`src/rtl/usb_reset_ctrl_if.sv`:
```
// Pin-side inputs and core-side outputs of the USB reset / bus-state controller.
interface usb_reset_ctrl_if;
  logic       usb_p_in;
  logic       usb_n_in;
  logic       tx_en;
  logic       clear_count;
  logic       core_reset;
  logic       bus_reset;
  logic       bus_reset_pulse;
  logic       suspend;
  logic       resume_pulse;
  logic [1:0] line_state;
  logic [7:0] reset_count;

  modport master (
    output usb_p_in,
    output usb_n_in,
    output tx_en,
    output clear_count,
    input  core_reset,
    input  bus_reset,
    input  bus_reset_pulse,
    input  suspend,
    input  resume_pulse,
    input  line_state,
    input  reset_count
  );

  modport slave (
    input  usb_p_in,
    input  usb_n_in,
    input  tx_en,
    input  clear_count,
    output core_reset,
    output bus_reset,
    output bus_reset_pulse,
    output suspend,
    output resume_pulse,
    output line_state,
    output reset_count
  );
endinterface

```
`src/rtl/usb_reset_ctrl.sv`:
```
// Core reset generation (external reset, power-on hold, bus-reset stretch) and
// USB bus reset / suspend / resume detection on the raw D+/D- lines.
module usb_reset_ctrl #(
  parameter int unsigned CNT_W          = 32,
  parameter int unsigned POR_CYCLES     = 32,
  parameter int unsigned FILTER_LEN     = 3,
  parameter int unsigned SE0_CYCLES     = 160000,
  parameter int unsigned SUSPEND_CYCLES = 144000,
  parameter int unsigned STRETCH_CYCLES = 16
) (
  input  logic            clk_48mhz,
  input  logic            reset,
  usb_reset_ctrl_if.slave bus
);

  localparam int unsigned POR_W  = $clog2(POR_CYCLES + 1);
  localparam int unsigned FILT_W = $clog2(FILTER_LEN + 1);
  localparam int unsigned STR_W  = (STRETCH_CYCLES > 0) ? $clog2(STRETCH_CYCLES + 1) : 1;

  localparam logic [1:0] LS_J   = 2'b10;
  localparam logic [1:0] LS_SE0 = 2'b00;

  localparam logic [POR_W-1:0]  POR_MAX   = POR_W'(POR_CYCLES);
  localparam logic [FILT_W-1:0] FILT_MAX  = FILT_W'(FILTER_LEN);
  localparam logic [CNT_W-1:0]  SE0_MAX   = CNT_W'(SE0_CYCLES);
  localparam logic [CNT_W-1:0]  SE0_LAST  = CNT_W'(SE0_CYCLES - 1);
  localparam logic [CNT_W-1:0]  SUSP_MAX  = CNT_W'(SUSPEND_CYCLES);
  localparam logic [CNT_W-1:0]  SUSP_LAST = CNT_W'(SUSPEND_CYCLES - 1);
  localparam logic [STR_W-1:0]  STR_LOAD  = STR_W'(STRETCH_CYCLES);

  // input path
  logic [1:0]        sync1_q, sync1_d;
  logic [1:0]        sync2_q, sync2_d;
  logic [1:0]        s_prev_q, s_prev_d;
  logic [FILT_W-1:0] filt_cnt_q, filt_cnt_d;
  logic [FILT_W-1:0] filt_next;
  logic [1:0]        line_state_q, line_state_d;

  // reset generation
  logic [POR_W-1:0]  por_cnt_q, por_cnt_d;
  logic              por_active;
  logic [STR_W-1:0]  stretch_cnt_q, stretch_cnt_d;
  logic              stretch_run_q, stretch_run_d;

  // bus reset detection
  logic [CNT_W-1:0]  se0_cnt_q, se0_cnt_d;
  logic              se0_cond;
  logic              se0_hit;
  logic              bus_reset_q, bus_reset_d;
  logic              bus_reset_pulse_q, bus_reset_pulse_d;
  logic [7:0]        reset_count_q, reset_count_d;

  // suspend / resume detection
  logic [CNT_W-1:0]  idle_cnt_q, idle_cnt_d;
  logic              idle_cond;
  logic              idle_hit;
  logic              suspend_q, suspend_d;
  logic              resume_pulse_q, resume_pulse_d;

  // Two-flop synchroniser, then a filter that adopts a new line state only
  // after it has been stable for FILTER_LEN consecutive cycles.
  always_comb begin
    sync1_d      = {bus.usb_p_in, bus.usb_n_in};
    sync2_d      = sync1_q;
    s_prev_d     = sync2_q;
    line_state_d = line_state_q;
    filt_cnt_d   = '0;
    filt_next    = FILT_W'(1);
    if (sync2_q != line_state_q) begin
      if (sync2_q == s_prev_q) begin
        filt_next = filt_cnt_q + FILT_W'(1);
      end
      if (filt_next == FILT_MAX) begin
        line_state_d = sync2_q;
      end else begin
        filt_cnt_d = filt_next;
      end
    end
  end

  // Power-on hold and post-bus-reset stretch.
  always_comb begin
    por_active    = (por_cnt_q != POR_MAX);
    por_cnt_d     = por_active ? por_cnt_q + POR_W'(1) : por_cnt_q;
    stretch_cnt_d = stretch_cnt_q;
    stretch_run_d = stretch_run_q;
    if (bus_reset_q && !bus_reset_d) begin
      stretch_run_d = 1'b1;
      stretch_cnt_d = STR_LOAD;
    end else if (stretch_run_q) begin
      if (stretch_cnt_q == '0) begin
        stretch_run_d = 1'b0;
      end else begin
        stretch_cnt_d = stretch_cnt_q - STR_W'(1);
      end
    end
  end

  // Sustained SE0 while the device is not transmitting qualifies a bus reset.
  always_comb begin
    se0_cond          = (line_state_q == LS_SE0) && !bus.tx_en;
    se0_hit           = se0_cond && (se0_cnt_q == SE0_LAST);
    se0_cnt_d         = '0;
    if (se0_cond) begin
      se0_cnt_d = (se0_cnt_q == SE0_MAX) ? se0_cnt_q : se0_cnt_q + CNT_W'(1);
    end
    bus_reset_d       = se0_cond && (bus_reset_q || se0_hit);
    bus_reset_pulse_d = se0_hit;
  end

  // Count is bumped the cycle after the strobe, so a clear on the strobe cycle wins.
  always_comb begin
    reset_count_d = reset_count_q;
    if (bus.clear_count) begin
      reset_count_d = '0;
    end else if (bus_reset_pulse_q && (reset_count_q != 8'hFF)) begin
      reset_count_d = reset_count_q + 8'd1;
    end
  end

  // Sustained idle J qualifies suspend; any other bus activity ends it.
  always_comb begin
    idle_cond      = (line_state_q == LS_J) && !bus.tx_en;
    idle_hit       = idle_cond && (idle_cnt_q == SUSP_LAST);
    idle_cnt_d     = '0;
    if (idle_cond) begin
      idle_cnt_d = (idle_cnt_q == SUSP_MAX) ? idle_cnt_q : idle_cnt_q + CNT_W'(1);
    end
    suspend_d      = suspend_q;
    resume_pulse_d = 1'b0;
    if (suspend_q) begin
      if (bus.tx_en) begin
        suspend_d = 1'b0;
      end else if (line_state_q != LS_J) begin
        suspend_d      = 1'b0;
        resume_pulse_d = 1'b1;
      end
    end else if (idle_hit) begin
      suspend_d = 1'b1;
    end
  end

  always_ff @(posedge clk_48mhz) begin
    if (reset) begin
      sync1_q           <= LS_J;
      sync2_q           <= LS_J;
      s_prev_q          <= LS_J;
      filt_cnt_q        <= '0;
      line_state_q      <= LS_J;
      por_cnt_q         <= '0;
      stretch_cnt_q     <= '0;
      stretch_run_q     <= 1'b0;
      se0_cnt_q         <= '0;
      bus_reset_q       <= 1'b0;
      bus_reset_pulse_q <= 1'b0;
      reset_count_q     <= '0;
      idle_cnt_q        <= '0;
      suspend_q         <= 1'b0;
      resume_pulse_q    <= 1'b0;
    end else begin
      sync1_q           <= sync1_d;
      sync2_q           <= sync2_d;
      s_prev_q          <= s_prev_d;
      filt_cnt_q        <= filt_cnt_d;
      line_state_q      <= line_state_d;
      por_cnt_q         <= por_cnt_d;
      stretch_cnt_q     <= stretch_cnt_d;
      stretch_run_q     <= stretch_run_d;
      se0_cnt_q         <= se0_cnt_d;
      bus_reset_q       <= bus_reset_d;
      bus_reset_pulse_q <= bus_reset_pulse_d;
      reset_count_q     <= reset_count_d;
      idle_cnt_q        <= idle_cnt_d;
      suspend_q         <= suspend_d;
      resume_pulse_q    <= resume_pulse_d;
    end
  end

  // core_reset is the only output that is not a direct flop.
  assign bus.core_reset      = reset | por_active | bus_reset_q | stretch_run_q;
  assign bus.bus_reset       = bus_reset_q;
  assign bus.bus_reset_pulse = bus_reset_pulse_q;
  assign bus.suspend         = suspend_q;
  assign bus.resume_pulse    = resume_pulse_q;
  assign bus.line_state      = line_state_q;
  assign bus.reset_count     = reset_count_q;

endmodule
```
`src/flat_wrapper.sv`:
```
// flat-port wrapper written by rule: the top's interface ports become plain ports
module usb_reset_ctrl_flat 
#(
  parameter int unsigned CNT_W          = 32,
  parameter int unsigned POR_CYCLES     = 32,
  parameter int unsigned FILTER_LEN     = 3,
  parameter int unsigned SE0_CYCLES     = 160000,
  parameter int unsigned SUSPEND_CYCLES = 144000,
  parameter int unsigned STRETCH_CYCLES = 16
)
  (clk_48mhz, reset, bus_usb_p_in, bus_usb_n_in, bus_tx_en, bus_clear_count, bus_core_reset, bus_bus_reset, bus_bus_reset_pulse, bus_suspend, bus_resume_pulse, bus_line_state, bus_reset_count);
  usb_reset_ctrl_if bus_i ();
  input  logic clk_48mhz;
  input  logic reset;
  input wire logic [$bits(bus_i.usb_p_in)-1:0] bus_usb_p_in;
  input wire logic [$bits(bus_i.usb_n_in)-1:0] bus_usb_n_in;
  input wire logic [$bits(bus_i.tx_en)-1:0] bus_tx_en;
  input wire logic [$bits(bus_i.clear_count)-1:0] bus_clear_count;
  output wire logic [$bits(bus_i.core_reset)-1:0] bus_core_reset;
  output wire logic [$bits(bus_i.bus_reset)-1:0] bus_bus_reset;
  output wire logic [$bits(bus_i.bus_reset_pulse)-1:0] bus_bus_reset_pulse;
  output wire logic [$bits(bus_i.suspend)-1:0] bus_suspend;
  output wire logic [$bits(bus_i.resume_pulse)-1:0] bus_resume_pulse;
  output wire logic [$bits(bus_i.line_state)-1:0] bus_line_state;
  output wire logic [$bits(bus_i.reset_count)-1:0] bus_reset_count;
  assign bus_i.usb_p_in = bus_usb_p_in;
  assign bus_i.usb_n_in = bus_usb_n_in;
  assign bus_i.tx_en = bus_tx_en;
  assign bus_i.clear_count = bus_clear_count;
  assign bus_core_reset = bus_i.core_reset;
  assign bus_bus_reset = bus_i.bus_reset;
  assign bus_bus_reset_pulse = bus_i.bus_reset_pulse;
  assign bus_suspend = bus_i.suspend;
  assign bus_resume_pulse = bus_i.resume_pulse;
  assign bus_line_state = bus_i.line_state;
  assign bus_reset_count = bus_i.reset_count;
  usb_reset_ctrl #(.CNT_W(CNT_W), .POR_CYCLES(POR_CYCLES), .FILTER_LEN(FILTER_LEN), .SE0_CYCLES(SE0_CYCLES), .SUSPEND_CYCLES(SUSPEND_CYCLES), .STRETCH_CYCLES(STRETCH_CYCLES)) u_core (.clk_48mhz(clk_48mhz), .reset(reset), .bus(bus_i));
endmodule
```
`config.mk`:
```
export PLATFORM = sky130hd
export DESIGN_NAME = usb_reset_ctrl_flat
export DESIGN_NICKNAME = d
export VERILOG_FILES = /design/src/rtl/usb_reset_ctrl_if.sv /design/src/rtl/usb_reset_ctrl.sv /design/src/flat_wrapper.sv
export SDC_FILE = /design/constraint.sdc
export NUM_CORES = 1
export LEC_CHECK = 0
export CAP_MARGIN = 5
export CORE_MARGIN = 2
export CORE_UTILIZATION = 30
export CTS_CLUSTER_DIAMETER = 100
export DETAILED_ROUTE_END_ITERATION = 12
export DONT_BUFFER_PORTS = 1
export PLACE_DENSITY_LB_ADDON = 0.12
export SLEW_MARGIN = 20
export SYNTH_ARGS = -nofsm -noshare
export SYNTH_HDL_FRONTEND = slang
export SYNTH_SLANG_ARGS = --single-unit
```
`constraint.sdc`:
```
create_clock -name clk_48mhz -period 3.6 [get_ports clk_48mhz]
set_clock_uncertainty 0.05 [all_clocks]
set_input_delay 0.72 -clock clk_48mhz [delete_from_list [all_inputs] [get_ports clk_48mhz]]
set_output_delay 0.72 -clock clk_48mhz [all_outputs]
set_load 0.01 [all_outputs]
```
==> reports/qor.yml <==
setup_path:
  cp_cell_sequence: "inv_1 > ha_1 > nand2_1 > nor4_1 > nand2_1"
  crit_path_end_kind: "output pin"
  start_kind: "flip-flop"
  crit_type: "flip-flop to output pin"
  arrival_ns: 1.79
  path_buf_inv: 1
  cp_max_fo: 4
  cp_top_family: "simple AND/OR/NAND/NOR gates"
  slowest_delay_ns: 0.62
  required_ns: 2.83
  cp_common_cell: "nand2_1"
  critPathSlowestCell: "nor4_1"
die:
  die_y_um: 130
  die_area_sq_um: 16800
  start_util_pct: 30.9
  rows: 45
  core_area_sq_um: 15300
  die_w_um: 130
  io_pins: 21
layout:
  final_cell_mix: "98 x dfxtp_1, 49 x nor2_1, 42 x nand2_1, 37 x a21oi_1, 32 x nand3_1"
  nNetsFinal: 558
  final_common_cell: "dfxtp_1"
  finalNonFillerCells: 760
  syn_to_final_growth_pct: 10.0
  fillers: 1609
  diodes: 0
  drive_above_1_share_pct: 5.10
timing:
  hold_viol: 0
  tightest_slew_ns: 1.07
  period_minus_slack_ns: 2.56
  min_period_over_period_pct: 71.2
  rsz0062_at_grt: "no"
  finalSetupTns_ns: 0
  finalSetupViolations: 0
  max_slew_margin_pct: 28.5
  maxSlewViolCount: 0
  fmax_mhz: 390
power:
  p_leak_nw: 1.54
  ir_drop_uv: 228
  cellPowerDensity_nw_per_um2: 394
place:
  dp.cells: 744
  dp_hpwl_um: 7360
  gp_congestion: 0.754
  port_buffers: 0
clocking:
  cts.clk_slew.worst_paths_ns: 0.06
  cts_setup_buffers: 0
  ctsHoldBuffers: 0
  cts_root_buffer: "clkbuf_16"
  cts_max_level: 3
  cts_tree: "yes"
  ctsResizeCount: 0
  numCtsBuffers: 9
  clock_sinks: 98
  clk_path_buf_depth: 2
  clk_latency_ns: 0.34
drt:
  vias_per_cell: 5.18
  antenna_left: 0
  totalWireLength_um: 10500
  vias: 3937
  drtPass1Iterations: 4
  wl_per_cell_um: 13.8
  drc_errors: 0
  drtIter0Drc: 210
synth:
  synthArstFlopShare_pct: 0
  yosys.area.top_type: "dfxtp_1"
  synth.top_cell.area_share_pct: 41.5
  ys_ff_latch: 98
  yosysSeqAreaShare_pct: 41.5
  synth_edf_count: 0
  syn_area_sq_um: 4730
  ys_warn_count: 0
  ys_types: 48
  synthTopCellsByArea: "dfxtp_1 41%, or4_1 4.1%, a21oi_1 3.9%"
  synthesis.nets: 568
  synth_flop_cell: "dfxtp_1"
  synth_area_per_cell_sq_um: 8.53
  synthCells: 554
run:
  drv_cap: 0
global_route:
  grt_overflow: 0
  grt_max_degree: 30
  grt_pass1_wl_um: 18100
  antenna_found_initial: 0
  grtUsageTotal_pct: 13.4
  grt_pass1_vias: 3700
worst_hold_path:
  hold_path_class: "flip-flop to flip-flop"
status:
  status: "finished, final reports clean"
==> cell families (layout without fill, tap and decap cells) <==
| family | after synthesis | in the layout | share of synthesized area (%) |
|---|---|---|---|
| fa+ha+maj | 8 | 8 | 2.12 |
| simple gates | 274 | 274 | 32.5 |
| xor+xnor | 38 | 38 | 7.04 |
| mux | 10 | 10 | 2.12 |
| flops | 98 | 98 | 41.5 |
| compound gates | 84 | 84 | 11.2 |
| buf+inv | 42 | 37 | 3.52 |
==> Yosys cell counts, types with 10 or more instances <==
cell,n
and3_1,11
xnor2_1,18
dfxtp_1,98
a21oi_1,37
o31ai_1,22
nand3_1,32
nand4_1,21
nor3_1,11
and4_1,12
inv_1,19
mux2i_1,10
xor2_1,20
nor2_1,49
or4_1,26
nor4_1,22
clkbuf_1,18
nand2_1,42
==> worst paths after layout <==
path,slack [ns],endpoint,startpoint,cells after the start
worst min-delay path,0.37,u_core.s_prev_d[1]$_SDFF_PP1_,u_core.sync1_q[1]$_SDFF_PP1_,1
worst min register to register,0.37,u_core.s_prev_d[1]$_SDFF_PP1_,u_core.sync1_q[1]$_SDFF_PP1_,1
worst max register to register,1.15,u_core.idle_cnt_q[31]$_SDFFE_PP0P_,u_core.idle_cnt_q[8]$_SDFFE_PP0P_,4
worst max-delay path,1.04,bus_core_reset,u_core.por_cnt_q[0]$_SDFFE_PP0P_,5
==> sequential cells by signal, indices dropped and copies added (netlist names) <==
signal                      count
u_core.s_prev_q                 2
u_core.bus.line_state           2
u_core.stretch_run_q            1
u_core.bus.suspend              1
u_core.bus.reset_count          8
u_core.se0_cnt_q               32
u_core.por_cnt_q                6
u_core.bus.bus_reset            1
u_core.stretch_cnt_q            5
u_core.idle_cnt_q              32
u_core.sync1_q                  2
u_core.bus.resume_pulse         1
u_core.filt_cnt_q               2
u_core.bus.bus_reset_pulse      1
u_core.s_prev_d                 2
==> per-stage QoR <==
| step | hold slack, ns | cell area (sq um) | util (%) | power, W | worst slack, ns |
|---|---|---|---|---|---|
| 5_1_grt | 0.368 | 5200 | 34.0 | 0.00214 | 0.901 |
| 3_5_place_dp | 0.349 | 4920 | 32.1 | 0.00115 | 1.19 |
| 4_1_cts | 0.361 | 5200 | 34.0 | 0.00209 | 1.01 |
| 3_3_place_gp | 0.347 | 4920 | 32.1 | 0.00115 | 1.27 |
| 2_1_floorplan | 0.339 | 4730 | - | 0.00115 | 1.21 |
| 6_report | 0.366 | 5200 | 34.0 | 0.00205 | 1.04 |
==> power breakdown <==
part,internal [W],total (W),switching [W],leakage [nW]
Sequential,0.00109,0.00110,0.00000706,0.791
Clock,0.000508,0.000920,0.000411,0.132
Combinational,0.0000118,0.0000301,0.0000183,0.618
==> layer usage <==
layer  part of all wire (%)  vias to the layer above  global-route usage [%]
li1                       -                     2031                       -
met2                     46                       62                    21.4
met3                    3.8                        7                    3.96
met5                      0                        -                       0
met4                   0.98                        0                    3.80
met1                     50                     1837                    17.7
==> final cells by class <==
class	count	area (sq um)	share of cell area, %
well taps	211	264	5.07
clock buffers	13	260	5.00
repair buffers	2	15.0	0.289
flip-flops and latches	98	1960	37.7
inverters	19	71.3	1.37
multi-input cells	414	2610	50.1
clock inverters	3	23.8	0.457
(Power assumes the default switching activity.)
